File: src/rtl/traffic_phase_controller.sv
// traffic_phase_controller
// Round-robin traffic light controller for NUM_PHASES approaches. Each approach
// is served ALL_RED -> RED_YELLOW -> GREEN -> YELLOW, timed in tick_en strobes.
// Latched pedestrian requests lengthen the next green of their approach and
// raise its walk indication for that whole green.
// Optional build macro: TLC_FLASH_EN adds the flash_req input and a flashing
// yellow state entered at the end of an all-red clearance.
module traffic_phase_controller #(
    parameter int NUM_PHASES   = 2,
    parameter int CNT_W        = 29,
    parameter int T_ALL_RED    = 50000000,
    parameter int T_RED_YELLOW = 200000000,
    parameter int T_GREEN      = 100000000,
    parameter int T_YELLOW     = 100000000,
    parameter int T_PED        = 100000000,
    parameter int T_FLASH      = 50000000,
    localparam int PH_W        = (NUM_PHASES > 1) ? $clog2(NUM_PHASES) : 1
) (
    input  logic                    clk,
    input  logic                    rst,
    input  logic                    tick_en,
    input  logic [NUM_PHASES-1:0]   ped_req,
`ifdef TLC_FLASH_EN
    input  logic                    flash_req,
`endif
    output logic [3*NUM_PHASES-1:0] lights,
    output logic [PH_W-1:0]         active_phase,
    output logic [NUM_PHASES-1:0]   ped_walk
);

    typedef enum logic [2:0] {
        ST_ALL_RED    = 3'd0,
        ST_RED_YELLOW = 3'd1,
        ST_GREEN      = 3'd2,
        ST_YELLOW     = 3'd3
`ifdef TLC_FLASH_EN
        ,ST_FLASH     = 3'd4
`endif
    } state_t;

    // Timer reload values: a state of N ticks counts N-1 down to 0.
    localparam logic [CNT_W-1:0] LD_AR  = CNT_W'(T_ALL_RED - 1);
    localparam logic [CNT_W-1:0] LD_RY  = CNT_W'(T_RED_YELLOW - 1);
    localparam logic [CNT_W-1:0] LD_G   = CNT_W'(T_GREEN - 1);
    localparam logic [CNT_W-1:0] LD_GP  = CNT_W'(T_GREEN + T_PED - 1);
    localparam logic [CNT_W-1:0] LD_Y   = CNT_W'(T_YELLOW - 1);
`ifdef TLC_FLASH_EN
    localparam logic [CNT_W-1:0] LD_FL  = CNT_W'(T_FLASH - 1);
`endif
    localparam logic [PH_W-1:0]  PH_LAST = PH_W'(NUM_PHASES - 1);

    // The extended green must be representable in the timer.
    localparam longint unsigned GP_TICKS = longint'(T_GREEN) + longint'(T_PED);
    localparam longint unsigned CNT_MAX  = (64'd1 << CNT_W) - 64'd1;
    localparam bit              WIDTH_OK = (GP_TICKS <= CNT_MAX);

    state_t                  state_q, state_d;
    logic [CNT_W-1:0]        timer_q, timer_d;
    logic [PH_W-1:0]         phase_q, phase_d;
    logic [NUM_PHASES-1:0]   latch_q, latch_d;
    logic [NUM_PHASES-1:0]   walk_q, walk_d;
    logic [NUM_PHASES-1:0]   latch_clr;
    logic [NUM_PHASES-1:0]   sel;
    logic [3*NUM_PHASES-1:0] lights_c;
    logic                    expire;
`ifdef TLC_FLASH_EN
    logic                    flash_on_q, flash_on_d;
`endif

    // One-hot select of the approach that currently owns the right of way.
    always_comb begin
        sel = '0;
        for (int p = 0; p < NUM_PHASES; p++) begin
            sel[p] = (phase_q == PH_W'(p));
        end
    end

    assign expire = tick_en && (timer_q == '0);

    // Next-state, timer reload, phase rotation and pedestrian service.
    always_comb begin
        state_d    = state_q;
        timer_d    = timer_q;
        phase_d    = phase_q;
        walk_d     = walk_q;
        latch_clr  = '0;
`ifdef TLC_FLASH_EN
        flash_on_d = flash_on_q;
`endif
        if (tick_en && (timer_q != '0)) begin
            timer_d = timer_q - CNT_W'(1);
        end
        case (state_q)
            ST_ALL_RED: begin
                if (expire) begin
`ifdef TLC_FLASH_EN
                    if (flash_req) begin
                        state_d    = ST_FLASH;
                        timer_d    = LD_FL;
                        flash_on_d = 1'b1;
                    end else begin
                        state_d = ST_RED_YELLOW;
                        timer_d = LD_RY;
                    end
`else
                    state_d = ST_RED_YELLOW;
                    timer_d = LD_RY;
`endif
                end
            end
            ST_RED_YELLOW: begin
                if (expire) begin
                    // A latched request of the active approach is consumed here;
                    // a request arriving this same cycle re-arms the latch.
                    state_d   = ST_GREEN;
                    walk_d    = latch_q & sel;
                    latch_clr = latch_q & sel;
                    timer_d   = (|(latch_q & sel)) ? LD_GP : LD_G;
                end
            end
            ST_GREEN: begin
                if (expire) begin
                    state_d = ST_YELLOW;
                    timer_d = LD_Y;
                    walk_d  = '0;
                end
            end
            ST_YELLOW: begin
                if (expire) begin
                    state_d = ST_ALL_RED;
                    timer_d = LD_AR;
                    phase_d = (phase_q == PH_LAST) ? '0 : phase_q + PH_W'(1);
                end
            end
`ifdef TLC_FLASH_EN
            ST_FLASH: begin
                if (expire) begin
                    if (!flash_req) begin
                        state_d    = ST_ALL_RED;
                        timer_d    = LD_AR;
                        phase_d    = '0;
                        flash_on_d = 1'b0;
                    end else begin
                        timer_d    = LD_FL;
                        flash_on_d = ~flash_on_q;
                    end
                end
            end
`endif
            default: begin
                state_d = ST_ALL_RED;
                timer_d = LD_AR;
                phase_d = '0;
                walk_d  = '0;
            end
        endcase
        latch_d = (latch_q & ~latch_clr) | ped_req;
    end

    // State, timer and pedestrian registers with synchronous reset.
    always_ff @(posedge clk) begin
        if (rst) begin
            state_q    <= ST_ALL_RED;
            timer_q    <= LD_AR;
            phase_q    <= '0;
            latch_q    <= '0;
            walk_q     <= '0;
`ifdef TLC_FLASH_EN
            flash_on_q <= 1'b0;
`endif
        end else begin
            state_q    <= state_d;
            timer_q    <= timer_d;
            phase_q    <= phase_d;
            latch_q    <= latch_d;
            walk_q     <= walk_d;
`ifdef TLC_FLASH_EN
            flash_on_q <= flash_on_d;
`endif
        end
    end

    // Light decode from registered state only; non-active approaches stay red.
    always_comb begin
        lights_c = '0;
        for (int p = 0; p < NUM_PHASES; p++) begin
            lights_c[3*p +: 3] = 3'b100;
            if (sel[p]) begin
                case (state_q)
                    ST_RED_YELLOW: lights_c[3*p +: 3] = 3'b110;
                    ST_GREEN:      lights_c[3*p +: 3] = 3'b001;
                    ST_YELLOW:     lights_c[3*p +: 3] = 3'b010;
                    default:       lights_c[3*p +: 3] = 3'b100;
                endcase
            end
`ifdef TLC_FLASH_EN
            if (state_q == ST_FLASH) begin
                lights_c[3*p +: 3] = flash_on_q ? 3'b010 : 3'b000;
            end
`endif
        end
    end

    assign lights       = lights_c;
    assign active_phase = phase_q;
    assign ped_walk     = walk_q;

    a_width_ok: assert property (@(posedge clk) disable iff (rst) WIDTH_OK);

endmodule
File: config.mk
export PLATFORM = sky130hd
export DESIGN_NAME = traffic_phase_controller
export DESIGN_NICKNAME = d
export VERILOG_FILES = /design/src/rtl/traffic_phase_controller.sv
export SDC_FILE = /design/constraint.sdc
export NUM_CORES = 1
export LEC_CHECK = 0
export BUFFER_PORTS_ARGS = -buffer_cell sky130_fd_sc_hd__buf_2
export CORE_AREA = 2 2 88 90
export DETAILED_ROUTE_END_ITERATION = 10
export DIE_AREA = 0 0 90 92
export PLACE_DENSITY_LB_ADDON = 0.25
export SKIP_LAST_GASP = 1
export SLEW_MARGIN = 20
export SYNTH_ARGS = -nofsm -noshare
export SYNTH_HDL_FRONTEND = slang
export SYNTH_SLANG_ARGS = --single-unit
File: constraint.sdc
create_clock -name clk -period 3.2 [get_ports clk]
set_clock_uncertainty 0.2 [all_clocks]
set_input_delay 0.32 -clock clk [delete_from_list [all_inputs] [get_ports clk]]
set_output_delay 0.32 -clock clk [all_outputs]
set_load 0.1 [all_outputs]
==> impl_metrics.yaml <==
synthesis:
  synthCells: 240
  synth_cell_types: 40
  ys_top_cells_by_count: "36 x dfxtp_1, 31 x nor2_1, 27 x nand2_1"
  synth_edf_count: 0
  avgSynthCellArea_um2: 8.02
  synth_top_area_cell: "dfxtp_1"
  synth.top_cell.area_share_pct: 37.4
  ys_async_sr_fraction_pct: 0
  synth.yosys.seq_area_share_pct: 37.4
  synthFlopType: "dfxtp_1"
  syn-cell-area_um2: 1930
  synth_warnings: 0
  yosysMostFrequentCell: "dfxtp_1"
  synth_seq_cells: 36
  ys_top_cells_by_area: "dfxtp_1 37%, xnor2_1 6.8%, nor2_1 6.0%"
  syn_nets: 251
clocking:
  cts_buffer_depth: 2
  htreeDepth: 2
  cts_inserted_buffers: 5
  cts_resized: 0
  tritoncts: "done"
  ctsHoldBuffers: 0
  worstSkewPairLatency_ns: 0.29
  cts-root-buf: "clkbuf_8"
  post_cts_buffers: 0
  clk_pin_slew_ns: 0.07
  clock-sinks: 36
sta:
  finalSetupTns_ns: 0
  slew_violations: 0
  hold_violations: 0
  timing.final.crit_share_pct: 88.0
  max_freq_mhz: 355
  finalSetupViolations: 0
  min_period_ns: 2.82
  tightest_slew_ns: 0.859
  slew_headroom_pct: 42.5
  rsz0062_at_grt: "no"
routing:
  routed_wl_mm: 4.80
  vias: 1689
  wl_per_cell_um: 13.3
  viasPerCell: 4.67
  route.detailed.drc: 0
  firstDrtPassIters: 4
  drtIter0Drc: 79
  ant_nets: 0
placed_design:
  dp_hpwl_mm: 3.63
  dpl_cell_area_um2: 2150
  placedCellCount: 355
  routabilityCongestion: 0.790
  port_buffers: 13
grt:
  grtUsageTotal_pct: 12.0
  antenna_found_initial: 0
  grt_pass1_wl_mm: 7.95
  grt-ovfl-total: 0
  grt_pass1_vias: 1590
  grt_max_degree: 13
worst_setup_path:
  worstSetupEndpointType: "flip-flop"
  worst-r2r-setup-slack_ns: 0.38
  worstSetupPathType: "flip-flop to flip-flop"
  r2r-end: "state_q[0]$_SDFFE_PP0P_"
  cp-startpoint: "timer_q[20]$_SDFF_PP1_"
  crit_required_ns: 3.22
  path_cells: "or4_4 -> or4b_4 -> nor3_2 -> nor2_1 -> or3_1 -> a21oi_1"
  r2r_cells: 6
  critPathMaxStageDelay_ns: 0.56
  cp_max_fo: 7
  start_kind: "flip-flop"
  crit_end: "state_q[0]$_SDFFE_PP0P_"
  cp_slowest_cell: "or4_4"
  r2r-start: "timer_q[20]$_SDFF_PP1_"
  worstPathArrival_ns: 2.84
power:
  vdd_drop_max_v: 0.000130
  power_frac_comb_pct: 2.9
  seq_power_share_pct: 54.8
  p_clk_share_pct: 42.3
  leakage_uw: 0.000784
  p_per_area_nw_per_um2: 369
  netSwitchingPower_uw: 178
  internal_power_uw: 651
  switching_share_pct: 21.5
  power_uw: 829
die:
  die-area_um2: 8280
  rows: 32
  start_util_pct: 25.9
  ioPinCount: 14
  die_h_um: 92
  design.core.area_um2: 7450
  die_w_um: 90
final_layout:
  fin_area_um2: 2250
  nNetsFinal: 271
  syn_to_final_growth_pct: 16.6
  stdcell_count: 362
  drive_above_1_share_pct: 14.2
  fillers: 823
  diodes: 0
worst_hold_path:
  min-delay-path-class: "input port to flip-flop"
run_status:
  status: "complete, no violations"
run:
  drv_cap: 0
## flip-flops by register name (all words and copies together), names as in the netlist
name          flops
state_q           2
timer_q          29
ped_walk          2
latch_q           2
active_phase      1
## layer usage
layer | track usage, % | up-vias | wire (um)
met4 | 3.59 | 0 | 26
met5 | 0 | - | 0
met2 | 19.5 | 28 | 2140
met3 | 3.20 | 2 | 178
li1 | - | 888 | -
met1 | 15.6 | 771 | 2450
## logic make-up after synthesis
family | synth area share [%]
fa+ha+maj | 3.90
simple gates | 37.0
xor+xnor | 9.10
compound gates | 8.90
flops | 37.4
buf+inv | 3.12
mux | 0.585
## how the worst min path moves through the flow
stage / from / end / slack, ns / cells past startpoint
after floorplan: timer_q[28]$_SDFF_PP0_ / timer_q[28]$_SDFF_PP0_ / 0.21 / 2
after global placement: timer_q[28]$_SDFF_PP0_ / timer_q[28]$_SDFF_PP0_ / 0.22 / 2
after detailed placement: timer_q[28]$_SDFF_PP0_ / timer_q[28]$_SDFF_PP0_ / 0.23 / 2
after CTS: ped_req[1] / latch_q[1]$_SDFF_PP0_ / 0.03 / 3
after global routing: ped_req[1] / latch_q[1]$_SDFF_PP0_ / 0.05 / 3
final: ped_req[1] / latch_q[1]$_SDFF_PP0_ / 0.04 / 3
## cell type report
class | count | area [um2] | share of cell area, %
repair buffers | 21 | 125 | 5.57
clock buffers | 7 | 96.3 | 4.29
well taps | 102 | 128 | 5.68
inverters | 7 | 26.3 | 1.17
flip-flops and latches | 36 | 721 | 32.1
multi-input cells | 189 | 1150 | 51.2
## worst max-delay path: cells and delay by family (launching register included)
family | cells | cell delay [ns]
AO/OA/AOI/OAI | 1 | 0.14
AND/OR/NAND/NOR | 5 | 2.06
flip-flops | 1 | 0.35
## power groups by stage
stage / Combinational [uW] / Clock (uW) / Sequential, uW
floorplan: 16.7 / 0 / 464
global placement: 24.3 / 0 / 464
detailed placement: 24.8 / 0 / 465
CTS: 24.9 / 366 / 454
global route: 27.8 / 378 / 454
finish: 24.2 / 351 / 454
## cell usage in the layout, fill, tap and decap left out, drive strengths merged, types with 2 or more instances in the layout
cell type   n
nand2b      2
nand3       8
nand3b      6
or3        11
nor4       13
xor2        5
nor2       32
ha          6
a21oi      10
dfxtp      36
clkbuf      7
and2        2
buf        21
xnor2      15
nand4       6
nor4b       2
and3        2
nand2      27
nor3       17
o21ai       7
or4         3
inv         7
o31ai       3
## metrics by stage
stage | setup slack [ns] | hold slack (ns) | utilization [%]
2_1_floorplan | 0.0859 | 0.213 | -
3_3_place_gp | 0.431 | 0.224 | 28.9
3_5_place_dp | 0.421 | 0.230 | 28.9
4_1_cts | 0.416 | 0.0313 | 30.2
5_1_grt | 0.216 | 0.0506 | 30.2
6_report | 0.384 | 0.0395 | 30.2
Note: power is estimated with default switching activity, not from simulation.
